**config.mk**
```make
export PLATFORM = sky130hd
export DESIGN_NAME = prim_assembler_flat
export DESIGN_NICKNAME = d
export VERILOG_FILES = /design/src/rtl/prim_assembler_pkg.sv /design/src/rtl/prim_assembler_if.sv /design/src/rtl/prim_assembler_out_buf.sv /design/src/rtl/prim_assembler.sv /design/src/flat_wrapper.sv
export SDC_FILE = /design/constraint.sdc
export NUM_CORES = 1
export LEC_CHECK = 0
export CAP_MARGIN = 20
export CORE_MARGIN = 2
export CORE_UTILIZATION = 52
export CTS_CLUSTER_SIZE = 12
export DETAILED_ROUTE_END_ITERATION = 8
export PLACE_DENSITY = 0.78
export SETUP_SLACK_MARGIN = 0.3
export SLEW_MARGIN = 20
export SYNTH_ARGS = -nofsm -noshare
export SYNTH_HDL_FRONTEND = slang
export SYNTH_SLANG_ARGS = --single-unit
```
**constraint.sdc**
```tcl
create_clock -name clk -period 2.3 [get_ports clk]
set_input_delay 0.46 -clock clk [delete_from_list [all_inputs] [get_ports clk]]
set_output_delay 0.46 -clock clk [all_outputs]
set_load 0.005 [all_outputs]
```
**src/rtl/prim_assembler_pkg.sv**
```systemverilog
// gpu_pkg: shared types and constants for the primitive assembler.
//   prim_asm_state_t          : assembler FSM state encoding
//   FRAME_START_W/FRAME_END_W : default frame marker words
package gpu_pkg;

    typedef enum logic [1:0] {
        IDLE    = 2'd0,
        COLLECT = 2'd1,
        END_CHK = 2'd2
    } prim_asm_state_t;

    localparam logic [31:0] FRAME_START_W = 32'd0;
    localparam logic [31:0] FRAME_END_W   = 32'd1;

endpackage

```
**src/rtl/prim_assembler_if.sv**
```systemverilog
// prim_assembler_if: word stream in, primitive stream out.
//   in_data/in_valid/in_read    : read-buffer side, word moves on in_valid && in_read
//   out_data/out_valid/out_ready: rasteriser side, primitive moves on out_valid && out_ready
//   master modport: the environment; slave modport: the assembler
interface prim_assembler_if #(
    parameter int unsigned DATA_W = 32,
    parameter int unsigned WORDS  = 6
) ();

    logic [DATA_W-1:0]       in_data;
    logic                    in_valid;
    logic                    in_read;
    logic [WORDS*DATA_W-1:0] out_data;
    logic                    out_valid;
    logic                    out_ready;

    modport master (
        output in_data, in_valid, out_ready,
        input  in_read, out_data, out_valid
    );

    modport slave (
        input  in_data, in_valid, out_ready,
        output in_read, out_data, out_valid
    );

endinterface

```
**src/rtl/prim_assembler_out_buf.sv**
```systemverilog
// prim_out_buf: output holding register with valid/ready handshake.
//   clk, n_rst : clock, async active-low reset
//   i_load     : capture i_data and raise o_valid (only issued while o_valid=0)
//   i_data     : value to capture
//   i_ready    : downstream accepts; o_valid drops on the transfer edge
//   o_data     : held value
//   o_valid    : o_data holds an unconsumed value
module prim_out_buf #(
    parameter int unsigned W = 192
) (
    input  logic         clk,
    input  logic         n_rst,
    input  logic         i_load,
    input  logic [W-1:0] i_data,
    input  logic         i_ready,
    output logic [W-1:0] o_data,
    output logic         o_valid
);

    logic [W-1:0] r_data;
    logic         r_valid;

    // Load and drain never coincide: load is only issued while r_valid=0.
    always_ff @(posedge clk or negedge n_rst) begin
        if (!n_rst) begin
            r_data  <= '0;
            r_valid <= 1'b0;
        end else if (i_load) begin
            r_data  <= i_data;
            r_valid <= 1'b1;
        end else if (r_valid && i_ready) begin
            r_valid <= 1'b0;
        end
    end

    assign o_data  = r_data;
    assign o_valid = r_valid;

endmodule

```
**src/rtl/prim_assembler.sv**
```systemverilog
// prim_assembler: gathers WORDS bus words between FRAME_START/FRAME_END markers
// into one primitive, double-buffered against the rasteriser.
//   clk, n_rst   : clock, async active-low reset
//   bus (slave)  : word input handshake and primitive output handshake
//   frame_active : between a start marker and an end marker
//   marker_err   : one-cycle pulse when a non-start word is discarded in IDLE
//   prim_count   : primitives emitted in the current frame
// Build option: define PRIM_ASM_COUNT_EN to build the prim_count counter;
// otherwise prim_count is tied to 0.
module prim_assembler
    import gpu_pkg::*;
#(
    parameter int unsigned       DATA_W      = 32,
    parameter int unsigned       WORDS       = 6,
    parameter logic [DATA_W-1:0] FRAME_START = DATA_W'(FRAME_START_W),
    parameter logic [DATA_W-1:0] FRAME_END   = DATA_W'(FRAME_END_W),
    parameter int unsigned       CNT_W       = 16
) (
    input  logic              clk,
    input  logic              n_rst,
    prim_assembler_if.slave   bus,
    output logic              frame_active,
    output logic              marker_err,
    output logic [CNT_W-1:0]  prim_count
);

    localparam int unsigned IDX_W    = (WORDS > 2) ? $clog2(WORDS) : 1;
    localparam int unsigned PRIM_W   = WORDS * DATA_W;
    localparam logic [IDX_W-1:0] LAST_IDX = IDX_W'(WORDS - 1);

    prim_asm_state_t   r_state;
    logic [IDX_W-1:0]  r_idx;
    logic [DATA_W-1:0] r_slots [WORDS-1];
    logic              r_marker_err;

    logic              w_in_read;
    logic              w_xfer;
    logic              w_last;
    logic              w_load;
    logic              w_start;
    logic [PRIM_W-1:0] w_prim;
    logic [PRIM_W-1:0] w_out_data;
    logic              w_out_valid;

    // Stall on the last word while the previous primitive is still held.
    assign w_last    = (r_state == COLLECT) && (r_idx == LAST_IDX);
    assign w_in_read = !(w_last && w_out_valid);
    assign w_xfer    = bus.in_valid && w_in_read;
    assign w_load    = w_last && w_xfer;
    assign w_start   = (r_state == IDLE) && w_xfer && (bus.in_data == FRAME_START);

    // Completed primitive: stored slots plus the word being consumed now.
    always_comb begin
        w_prim = '0;
        for (int k = 0; k < WORDS - 1; k++) begin
            w_prim[k*DATA_W +: DATA_W] = r_slots[k];
        end
        w_prim[(WORDS-1)*DATA_W +: DATA_W] = bus.in_data;
    end

    // Frame FSM, collect buffer and slot index.
    always_ff @(posedge clk or negedge n_rst) begin
        if (!n_rst) begin
            r_state      <= IDLE;
            r_idx        <= '0;
            r_marker_err <= 1'b0;
            for (int k = 0; k < WORDS - 1; k++) begin
                r_slots[k] <= '0;
            end
        end else begin
            r_marker_err <= 1'b0;
            if (w_xfer) begin
                case (r_state)
                    IDLE: begin
                        if (bus.in_data == FRAME_START) begin
                            r_state <= COLLECT;
                            r_idx   <= '0;
                        end else begin
                            r_marker_err <= 1'b1;
                        end
                    end
                    COLLECT: begin
                        // Data words are never inspected for marker values.
                        if (r_idx == LAST_IDX) begin
                            r_state <= END_CHK;
                            r_idx   <= '0;
                        end else begin
                            r_slots[r_idx] <= bus.in_data;
                            r_idx          <= r_idx + IDX_W'(1);
                        end
                    end
                    END_CHK: begin
                        if (bus.in_data == FRAME_END) begin
                            r_state <= IDLE;
                        end else begin
                            r_slots[0] <= bus.in_data;
                            r_idx      <= IDX_W'(1);
                            r_state    <= COLLECT;
                        end
                    end
                    default: r_state <= IDLE;
                endcase
            end
        end
    end

    prim_out_buf #(
        .W (PRIM_W)
    ) u_out_buf (
        .clk     (clk),
        .n_rst   (n_rst),
        .i_load  (w_load),
        .i_data  (w_prim),
        .i_ready (bus.out_ready),
        .o_data  (w_out_data),
        .o_valid (w_out_valid)
    );

`ifdef PRIM_ASM_COUNT_EN
    logic [CNT_W-1:0] r_prim_count;

    // Cleared on frame open, bumped on each load, wraps naturally.
    always_ff @(posedge clk or negedge n_rst) begin
        if (!n_rst) begin
            r_prim_count <= '0;
        end else if (w_start) begin
            r_prim_count <= '0;
        end else if (w_load) begin
            r_prim_count <= r_prim_count + CNT_W'(1);
        end
    end

    assign prim_count = r_prim_count;
`else
    assign prim_count = '0;
`endif

    assign bus.in_read   = w_in_read;
    assign bus.out_data  = w_out_data;
    assign bus.out_valid = w_out_valid;
    assign frame_active  = (r_state != IDLE);
    assign marker_err    = r_marker_err;

endmodule

```
**src/flat_wrapper.sv**
```systemverilog
// flat-port wrapper written by rule: the top's interface ports become plain ports
module prim_assembler_flat import gpu_pkg::*;
#(
    parameter int unsigned       DATA_W      = 32,
    parameter int unsigned       WORDS       = 6,
    parameter logic [DATA_W-1:0] FRAME_START = DATA_W'(FRAME_START_W),
    parameter logic [DATA_W-1:0] FRAME_END   = DATA_W'(FRAME_END_W),
    parameter int unsigned       CNT_W       = 16
)
  (clk, n_rst, frame_active, marker_err, prim_count, bus_in_data, bus_in_valid, bus_out_ready, bus_in_read, bus_out_data, bus_out_valid);
  prim_assembler_if #(.DATA_W(DATA_W), .WORDS(WORDS)) bus_i ();
  input  logic clk;
  input  logic n_rst;
  output logic frame_active;
  output logic marker_err;
  output logic [CNT_W-1:0] prim_count;
  input wire logic [$bits(bus_i.in_data)-1:0] bus_in_data;
  input wire logic [$bits(bus_i.in_valid)-1:0] bus_in_valid;
  input wire logic [$bits(bus_i.out_ready)-1:0] bus_out_ready;
  output wire logic [$bits(bus_i.in_read)-1:0] bus_in_read;
  output wire logic [$bits(bus_i.out_data)-1:0] bus_out_data;
  output wire logic [$bits(bus_i.out_valid)-1:0] bus_out_valid;
  assign bus_i.in_data = bus_in_data;
  assign bus_i.in_valid = bus_in_valid;
  assign bus_i.out_ready = bus_out_ready;
  assign bus_in_read = bus_i.in_read;
  assign bus_out_data = bus_i.out_data;
  assign bus_out_valid = bus_i.out_valid;
  prim_assembler #(.DATA_W(DATA_W), .WORDS(WORDS), .FRAME_START(FRAME_START), .FRAME_END(FRAME_END), .CNT_W(CNT_W)) u_core (.clk(clk), .n_rst(n_rst), .bus(bus_i), .frame_active(frame_active), .marker_err(marker_err), .prim_count(prim_count));
endmodule
```
### Word level (Yosys, flattened, before mapping)

Index checks and enable logic that the tools add are counted.
Widths: inputs -> output; s select.

* flip-flop bits (word level): 359
* output and inout bits: 212

* bitwise logic cells: 2
* $lt $le $gt $ge: 2
* mux-type cells: 19
* reductions and logical operators: 17
* add/sub/neg operators: 1
* eq/ne operators: 8

Operator list (number)
* $bwmux 160: 1
* $mux 160: 1
* $demux 32 s3: 1
* $mux 32: 2
* $pmux 32 s2: 1
* $eq 32x1->1 const B: 1
* $logic_not 32->1: 1
* $mux 3: 3
* $pmux 3 s3: 1
* $ne 2x2->1 const B: 4
* $reduce_and 4->1: 2
* $logic_and 1x1->1: 6
* $mux 1: 6
* $pmux 2 s3: 1
* $reduce_and 3->1: 2
* $reduce_bool 2->1: 3
* $ge 4x4->1 const B: 1
* $lt 4x1->1 const B: 1
* $mux 2: 2
* $not 3->4: 1
* $add 3x1->3 const B: 1
* $eq 3x3->1 const B: 1
* $reduce_bool 3->1: 1
* $eq 2x1->1 const B: 1
* other kinds (4): 4

### Longest topological paths before layout

Gate-level depths: netlist of run 1.

* depth in word-level cells: 8
* gate-level depth with buffers: 9
* gate-level depth less buffers: 7

### By module

From an unflattened synthesis of run 1, not the netlist that was laid out.

* cells, all modules: 836
* area total of the unflattened synthesis: 13784.5 um2

By module, submodules not included
* prim_out_buf: area an instance 7219.4 um2, times used 1, cells each 408
* prim_assembler: area an instance 6565.0 um2, times used 1, cells each 428

### Worst setup path after synthesis of run 1

No wires, ideal clock.

* kind: register to register
* from: register u_core.r_state[1]
* to: register u_core.u_out_buf.r_data[0], in the netlist u_core.u_out_buf.o_data[0]
* setup time: 0.125 ns
* data required time: 2.175 ns
* arrival: 1.876 ns
* slack: 0.298 ns
* cell stages (with the launch flop): 10
* clock period less this slack: 2.002 ns
* cell sequence: dfrtp_1 -> inv_1 -> ha_1 -> nand4b_4 -> o21a_1 -> nor2b_1 -> buf_6 -> buf_8 -> buf_8 -> mux2_4

* word-level cells in the longest chain between the ends: 6

Ends and longest elaborated chain
* start: declaration: line prim_assembler.sv:31 `prim_asm_state_t r_state;`
* start signal: assignment: line prim_assembler.sv:64 `r_state <= IDLE;`
* start signal: assignment: line prim_assembler.sv:76 `r_state <= COLLECT;`
* start signal: assignment: line prim_assembler.sv:85 `r_state <= END_CHK;`
* $eq 2x1->1 (*): line prim_assembler.sv:46 `assign w_last = (r_state == COLLECT) && (r_idx == LAST_IDX);`
* $logic_and 1x1->1 (*): line prim_assembler.sv:46
* $logic_and 1x1->1: line prim_assembler.sv:47 `assign w_in_read = !(w_last && w_out_valid);`
* $logic_not 1->1: line prim_assembler.sv:47
* $logic_and 1x1->1: line prim_assembler.sv:48 `assign w_xfer = bus.in_valid && w_in_read;`
* $logic_and 1x1->1 (*): line prim_assembler.sv:49 `assign w_load = w_last && w_xfer;`
* end signal: assignment: line prim_assembler_out_buf.sv:29 `r_data <= i_data;`
* end: declaration: line prim_assembler_out_buf.sv:20 `logic [W-1:0] r_data;`

Mark *: on every way between the ends. The rest lies on a longest branch, timed or not.
A chain may end at the register's enable or synchronous reset.

### Worst setup path after layout of run 1

* from: register u_core.r_state[1]
* to: register u_core.u_out_buf.r_data[87], in the netlist u_core.u_out_buf.o_data[87]

The elaborated chain is that of the path after synthesis.

==> results of run 1 <==
==> path summary, 6_finish.rpt <==
| check | cells past startpoint | from | end | slack (ps) |
|---|---|---|---|---|
| setup reg to reg | 11 | u_core.r_state[1] | u_core.u_out_buf.o_data[87] | 170 |
| setup / recovery | 11 | u_core.r_state[1] | u_core.u_out_buf.o_data[87] | 170 |
| max in group asynchronous | 3 | n_rst | u_core.u_out_buf.o_data[68] | 990 |
| hold / removal | 3 | bus_in_data[6] | u_core.r_slots[6] | 450 |
| min in group asynchronous | 2 | n_rst | u_core.r_slots[19] | 570 |
| hold reg to reg | 1 | u_core.r_slots[76] | u_core.u_out_buf.o_data[76] | 500 |
==> cell type report <==
class                           count  area, sq um  share of cell area [%]
Sequential cell                   359         8990                    44.8
Multi-Input combinational cell    463         5350                    26.7
Timing Repair Buffer              351         3880                    19.3
Clock buffer                       62         1180                    5.91
Tap cell                          378          473                    2.36
Inverter                           37          139                   0.693
Clock inverter                      6         32.5                   0.162
==> registers in the layout, summed over array words and instances (netlist names) <==
signal,flops
u_core.marker_err,1
u_core.r_idx,3
u_core.r_slots,160
u_core.r_state,2
u_core.u_out_buf.o_data,192
u_core.u_out_buf.o_valid,1
==> synthesized netlist by cell type (4+ instances only) <==
| master | count |
|---|---|
| dfrtp_1 | 359 |
| mux2_4 | 169 |
| mux2_2 | 149 |
| inv_1 | 37 |
| nand2_1 | 34 |
| mux2i_1 | 32 |
| buf_2 | 16 |
| buf_4 | 16 |
| buf_6 | 12 |
| buf_8 | 11 |
| nor4_1 | 8 |
| clkbuf_1 | 7 |
| nor2_1 | 7 |
| ha_1 | 5 |
| nor2b_1 | 5 |
| nand3_1 | 4 |
| nand4_1 | 4 |
| o21ai_0 | 4 |
==> through the flow <==
step | power, uW | hold WS [ps]
2_1_floorplan | 6880 | 164
3_3_place_gp | 7300 | 464
3_5_place_dp | 7320 | 477
4_1_cts | 13300 | 489
5_1_grt | 13700 | 464
6_report | 13300 | 450
==> logic make-up after synthesis <==
family	after synthesis	synth area share (%)
adder cells (fa/ha/maj)	5	0.423
buffers and inverters	100	4.53
AO/OA/AOI/OAI	16	0.888
other	1	0.0253
AND/OR/NAND/NOR	73	2.55
multiplexers	353	30.9
flip-flops	359	60.7
==> worst min-delay path, stage by stage <==
cell,delay (ps)
dlymetal6s2s_1,150
buf_4,180
mux2_1,130
==> routing by layer <==
layer	track usage, %	vias to the layer above
li1	-	3800
met1	32.2	4527
met2	38.3	260
met3	6.22	58
met4	6.18	0
met5	0	-
==> where the power goes <==
part	switching [uW]	total, uW	internal, uW
Clock	2400	5920	3520
Combinational	488	898	410
Sequential	64.4	6490	6420
Total	2960	13300	10300
==> what timing repair did <==
action,in CTS,in global routing
hold buffers,1,0
endpoints found under the hold margin,15,0
cloned,2,11
pin swaps,4,6
resized for setup,39,38
setup endpoints to repair,257,293
setup buffers,15,9
==> out/qor.yml, run 1 <==
sta:
  setup_tns_ps: 0
  period_share_pct: 92.6
  fin_ws_ps: 170
  fmax_mhz: 470
  relSlewSlack_pct: 50.8
  slew_viol_final: 0
  setup_viol: 0
  skew_ps: 7.32
  post-route-min-period_ps: 2130
  worst_slew_pin_slew_ps: 738
  rsz0062_at_grt: "yes"
  final-hold-violation-count: 0
yosys:
  synth_edf_count: 0
  synth_area_leaders: "dfrtp_1 61%, mux2_4 17%, mux2_2 11%, mux2i_1 2.2%, buf_8 1.1%"
  synth-async-reset-ratio_pct: 100
  synth_top_area_share_pct: 60.7
  synthCells: 907
  syn-cell-area_sq_um: 14800
  yosysWarnings: 0
  synth_top_area_cell: "dfrtp_1"
  ys.flop_type: "dfrtp_1"
  ys_seq_elements: 359
  ys_types: 36
  avgSynthCellArea_sq_um: 16.3
  yosysSeqAreaShare_pct: 60.7
worst_setup_path:
  worstPathRequired_ps: 2690
  critPathCaptureType: "register"
  crit_chain: "inv_2, ha_4, buf_6, nand4b_4, o21a_1, nor2b_4, buf_12, buf_8, buf_16, buf_8, mux2_4"
  cp_max_fo: 7
  critPathLaunchType: "register"
  crit_top_cell: "buf_8"
  crit_path_top_delay_cell: "dfrtp_1"
  setup.worst_path.class: "register to register"
  path_buf_inv: 6
  cp_data_arrival_time_ps: 2520
  cp_slowest_stage_delay_ps: 390
  critical_path.top_delay_family: "buffers and inverters"
placement:
  post-dp-hpwl_um: 23100
  gp_congestion: 0.838
  io_buffers: 231
  dpl.cell_count: 1550
  post_dp_cell_area_sq_um: 18000
  place_ws_ps: -532
run:
  drv_cap: 0
global_route:
  track_usage_pct: 23.7
  grt_remaining_overflow: 0
  grt_pass1_wl_um: 55700
  grt_max_degree: 81
  grt_pass1_vias: 9395
  antenna_found_initial: 0
detailed_routing:
  met2_length_um: 17700
  postRouteAntennaNets: 0
  drt_iter0_drc: 372
  drcViolationCount: 0
  dr.pass1.iters: 4
  via_per_inst: 5.22
  wl_per_cell_um: 22.3
  wl_met3_um: 2320
  dr.max_layer_used: "met4"
  drt_wl_total_um: 37000
  vias: 8645
  drt-met1-wl_um: 16200
layout:
  stdcell_count: 1656
  nNetsFinal: 1292
  final_util_pct: 71.8
  drive_gt1_share_pct: 40.6
  final_cell_mix: "357 x dfrtp_1, 226 x clkdlybuf4s50_1, 178 x mux2_4"
  num_antenna_cells: 0
  design_area_sq_um: 20000
  nFillCells: 1836
  final_common_cell: "dfrtp_1"
  syn2layout_area_growth_pct: 35.4
clocking:
  cts_root_buf: "clkbuf_16"
  clock_sinks: 359
  clk_pin_slew_ps: 60
  clock_path_buffers: 3
  clk_latency_ps: 510
  htree_levels: 2
  cts_buffers: 39
  cts_tree: "yes"
outcome:
  status: "complete, no violations"
floorplan:
  dieArea_sq_um: 29800
  core_sq_um: 27900
  die_h_um: 173
  initial_core_util_pct: 53.0
  ios: 248
  num_rows: 61
  die_w_um: 173
power:
  powerDensity_nw_per_um2: 664
  power.leakage_uw: 0.00973
  ir_drop_uv: 424
hold_path:
  hold_class: "input pin to register"
No activity file was read; power rests on OpenSTA's default activity.
==> run 2, diff against run 1 <==
--- a/config.mk
+++ b/config.mk
@@ -12,6 +12,7 @@
 export DETAILED_ROUTE_END_ITERATION = 8
 export PLACE_DENSITY = 0.78
 export SETUP_SLACK_MARGIN = 0.3
+export SKIP_CTS_REPAIR_TIMING = 1
 export SLEW_MARGIN = 20
 export SYNTH_ARGS = -nofsm -noshare
 export SYNTH_HDL_FRONTEND = slang
==> run 2 against run 1 <==
The flow now finishes with violations (negative hold slack). Clock power hardly changed. Sequential cell count stayed put. Global-route usage is 0.43 points lower. Critical path type unchanged. Clock-buffer cell count stayed put. Maximum frequency is 0.81% lower. Critical path depth is 3 lower. Non-clock buffer count is 8 lower. Largest power group unchanged. Total power is 0.61% lower. Highest routed layer is now met5. Register-to-register slack worse by 20 ps.
==> out/qor.yml, run 2 (synthesis results as in run 1) <==
worst_setup_path:
  critPathCaptureType: "register"
  crit_path_top_delay_cell: "dfrtp_1"
  critical_path.top_delay_family: "buffers and inverters"
  setup.worst_path.class: "register to register"
  cp_max_fo: 43
  critPathLaunchType: "register"
  worstPathRequired_ps: 2690
  crit_chain: "inv_2, ha_4, nand4b_4, o21a_1, nor2b_4, buf_6, buf_12, mux2_2"
  cp_data_arrival_time_ps: 2540
  cp_slowest_stage_delay_ps: 390
  path_buf_inv: 3
outcome:
  violations: "negative hold slack"
  status: "complete, but fails checks"
floorplan:
  die_w_um: 173
  core_sq_um: 27900
  dieArea_sq_um: 29800
  num_rows: 61
  initial_core_util_pct: 53.0
  ios: 248
  die_h_um: 173
sta:
  post-route-min-period_ps: 2150
  period_share_pct: 93.4
  skew_ps: 5.63
  fmax_mhz: 466
  setup_viol: 0
  setup_tns_ps: 0
  final-hold-violation-count: 15
  relSlewSlack_pct: 46.7
  worst_slew_pin_slew_ps: 799
  rsz0062_at_grt: "yes"
  timing.hold.ws_ps: -40.7
  slew_viol_final: 0
clocking:
  clk_latency_ps: 510
  cts_root_buf: "clkbuf_16"
  htree_levels: 2
  cts_tree: "yes"
  cts_buffers: 39
  clock_sinks: 359
  clk_pin_slew_ps: 60
  clock_path_buffers: 3
global_route:
  met3_usage_pct: 6.53
  met1_usage_pct: 31.7
  met2_usage_pct: 37.2
  grt_remaining_overflow: 0
  grt-busiest-layer: "met2"
  grt_pass1_vias: 9253
  grt_max_degree: 81
  track_usage_pct: 23.3
  grt_pass1_wl_um: 54700
  antenna_found_initial: 1
power:
  ir_drop_uv: 433
  powerDensity_nw_per_um2: 662
  p_total_uw: 13200
  power.leakage_uw: 0.00972
placement:
  post-dp-hpwl_um: 23100
  io_buffers: 231
  gp_congestion: 0.838
layout:
  drive_gt1_share_pct: 40.2
  syn2layout_area_growth_pct: 35.0
  num_antenna_cells: 0
  final_cell_mix: "357 x dfrtp_1, 223 x clkdlybuf4s50_1, 170 x mux2_4"
  nNetsFinal: 1284
  final_common_cell: "dfrtp_1"
  largest_reg_flops: 192
detailed_routing:
  wl_per_cell_um: 22.1
  via_per_inst: 5.23
  drt_iter0_drc: 390
  dr.pass1.iters: 4
  drt_wl_total_um: 36400
  vias: 8612
  postRouteAntennaNets: 0
  drcViolationCount: 0
hold_path:
  hold_class: "input pin to async pin"
run:
  drv_cap: 0
run 2: cell type report:
class / count / area (sq um)
Clock buffer: 62 / 1180
Tap cell: 378 / 473
Timing Repair Buffer: 343 / 3840
Sequential cell: 359 / 8990
Clock inverter: 6 / 32.5
Multi-Input combinational cell: 463 / 5320
Fill cell: 1839 / 7960
Inverter: 37 / 139
run 2: worst register-to-register path, cell delays in order, from the launching register on:
cell      delay [ps]
dfrtp_1          390
inv_2             80
ha_4             180
nand4b_4         110
o21a_1           160
nor2b_4          240
buf_6            150
buf_12           290
mux2_2           430
run 2: per-stage QoR:
stage                     util [%]  instance area [sq um]  hold WS [ps]  instances  worst slack (ps)
after floorplan                  -                  14900           164        922               341
after CTS                     68.8                  19200         -23.3       1618              -311
final                         71.5                  20000         -40.7       1648               153
after global routing          71.5                  20000          5.43       1648               101
after detailed placement      64.5                  18000           477       1550              -532
after global placement        64.5                  18000           464       1550              -434
run 2: routing by layer:
metal | vias up | part of all wire [%]
li1 | 3794 | -
met1 | 4500 | 43
met2 | 258 | 48
met3 | 58 | 7.1
met4 | 2 | 2.0
met5 | - | 0.044
run 2: report_power, final:
part           switching (uW)  internal, uW
Clock                    2400          3520
Sequential               65.0          6420
Combinational             461           352
Total                    2930         10300
run 2: final timing paths:
check	from	end	slack, ps	cells after the start
max	u_core.r_state[1]	u_core.u_out_buf.o_data[144]	150	8
min	n_rst	u_core.r_slots[87]	-40	1
max reg2reg	u_core.r_state[1]	u_core.u_out_buf.o_data[144]	150	8
min reg2reg	u_core.r_slots[6]	u_core.r_slots[6]	490	1
max in group asynchronous	n_rst	u_core.r_slots[98]	1580	2
min in group clk	bus_in_data[5]	u_core.r_slots[69]	350	2
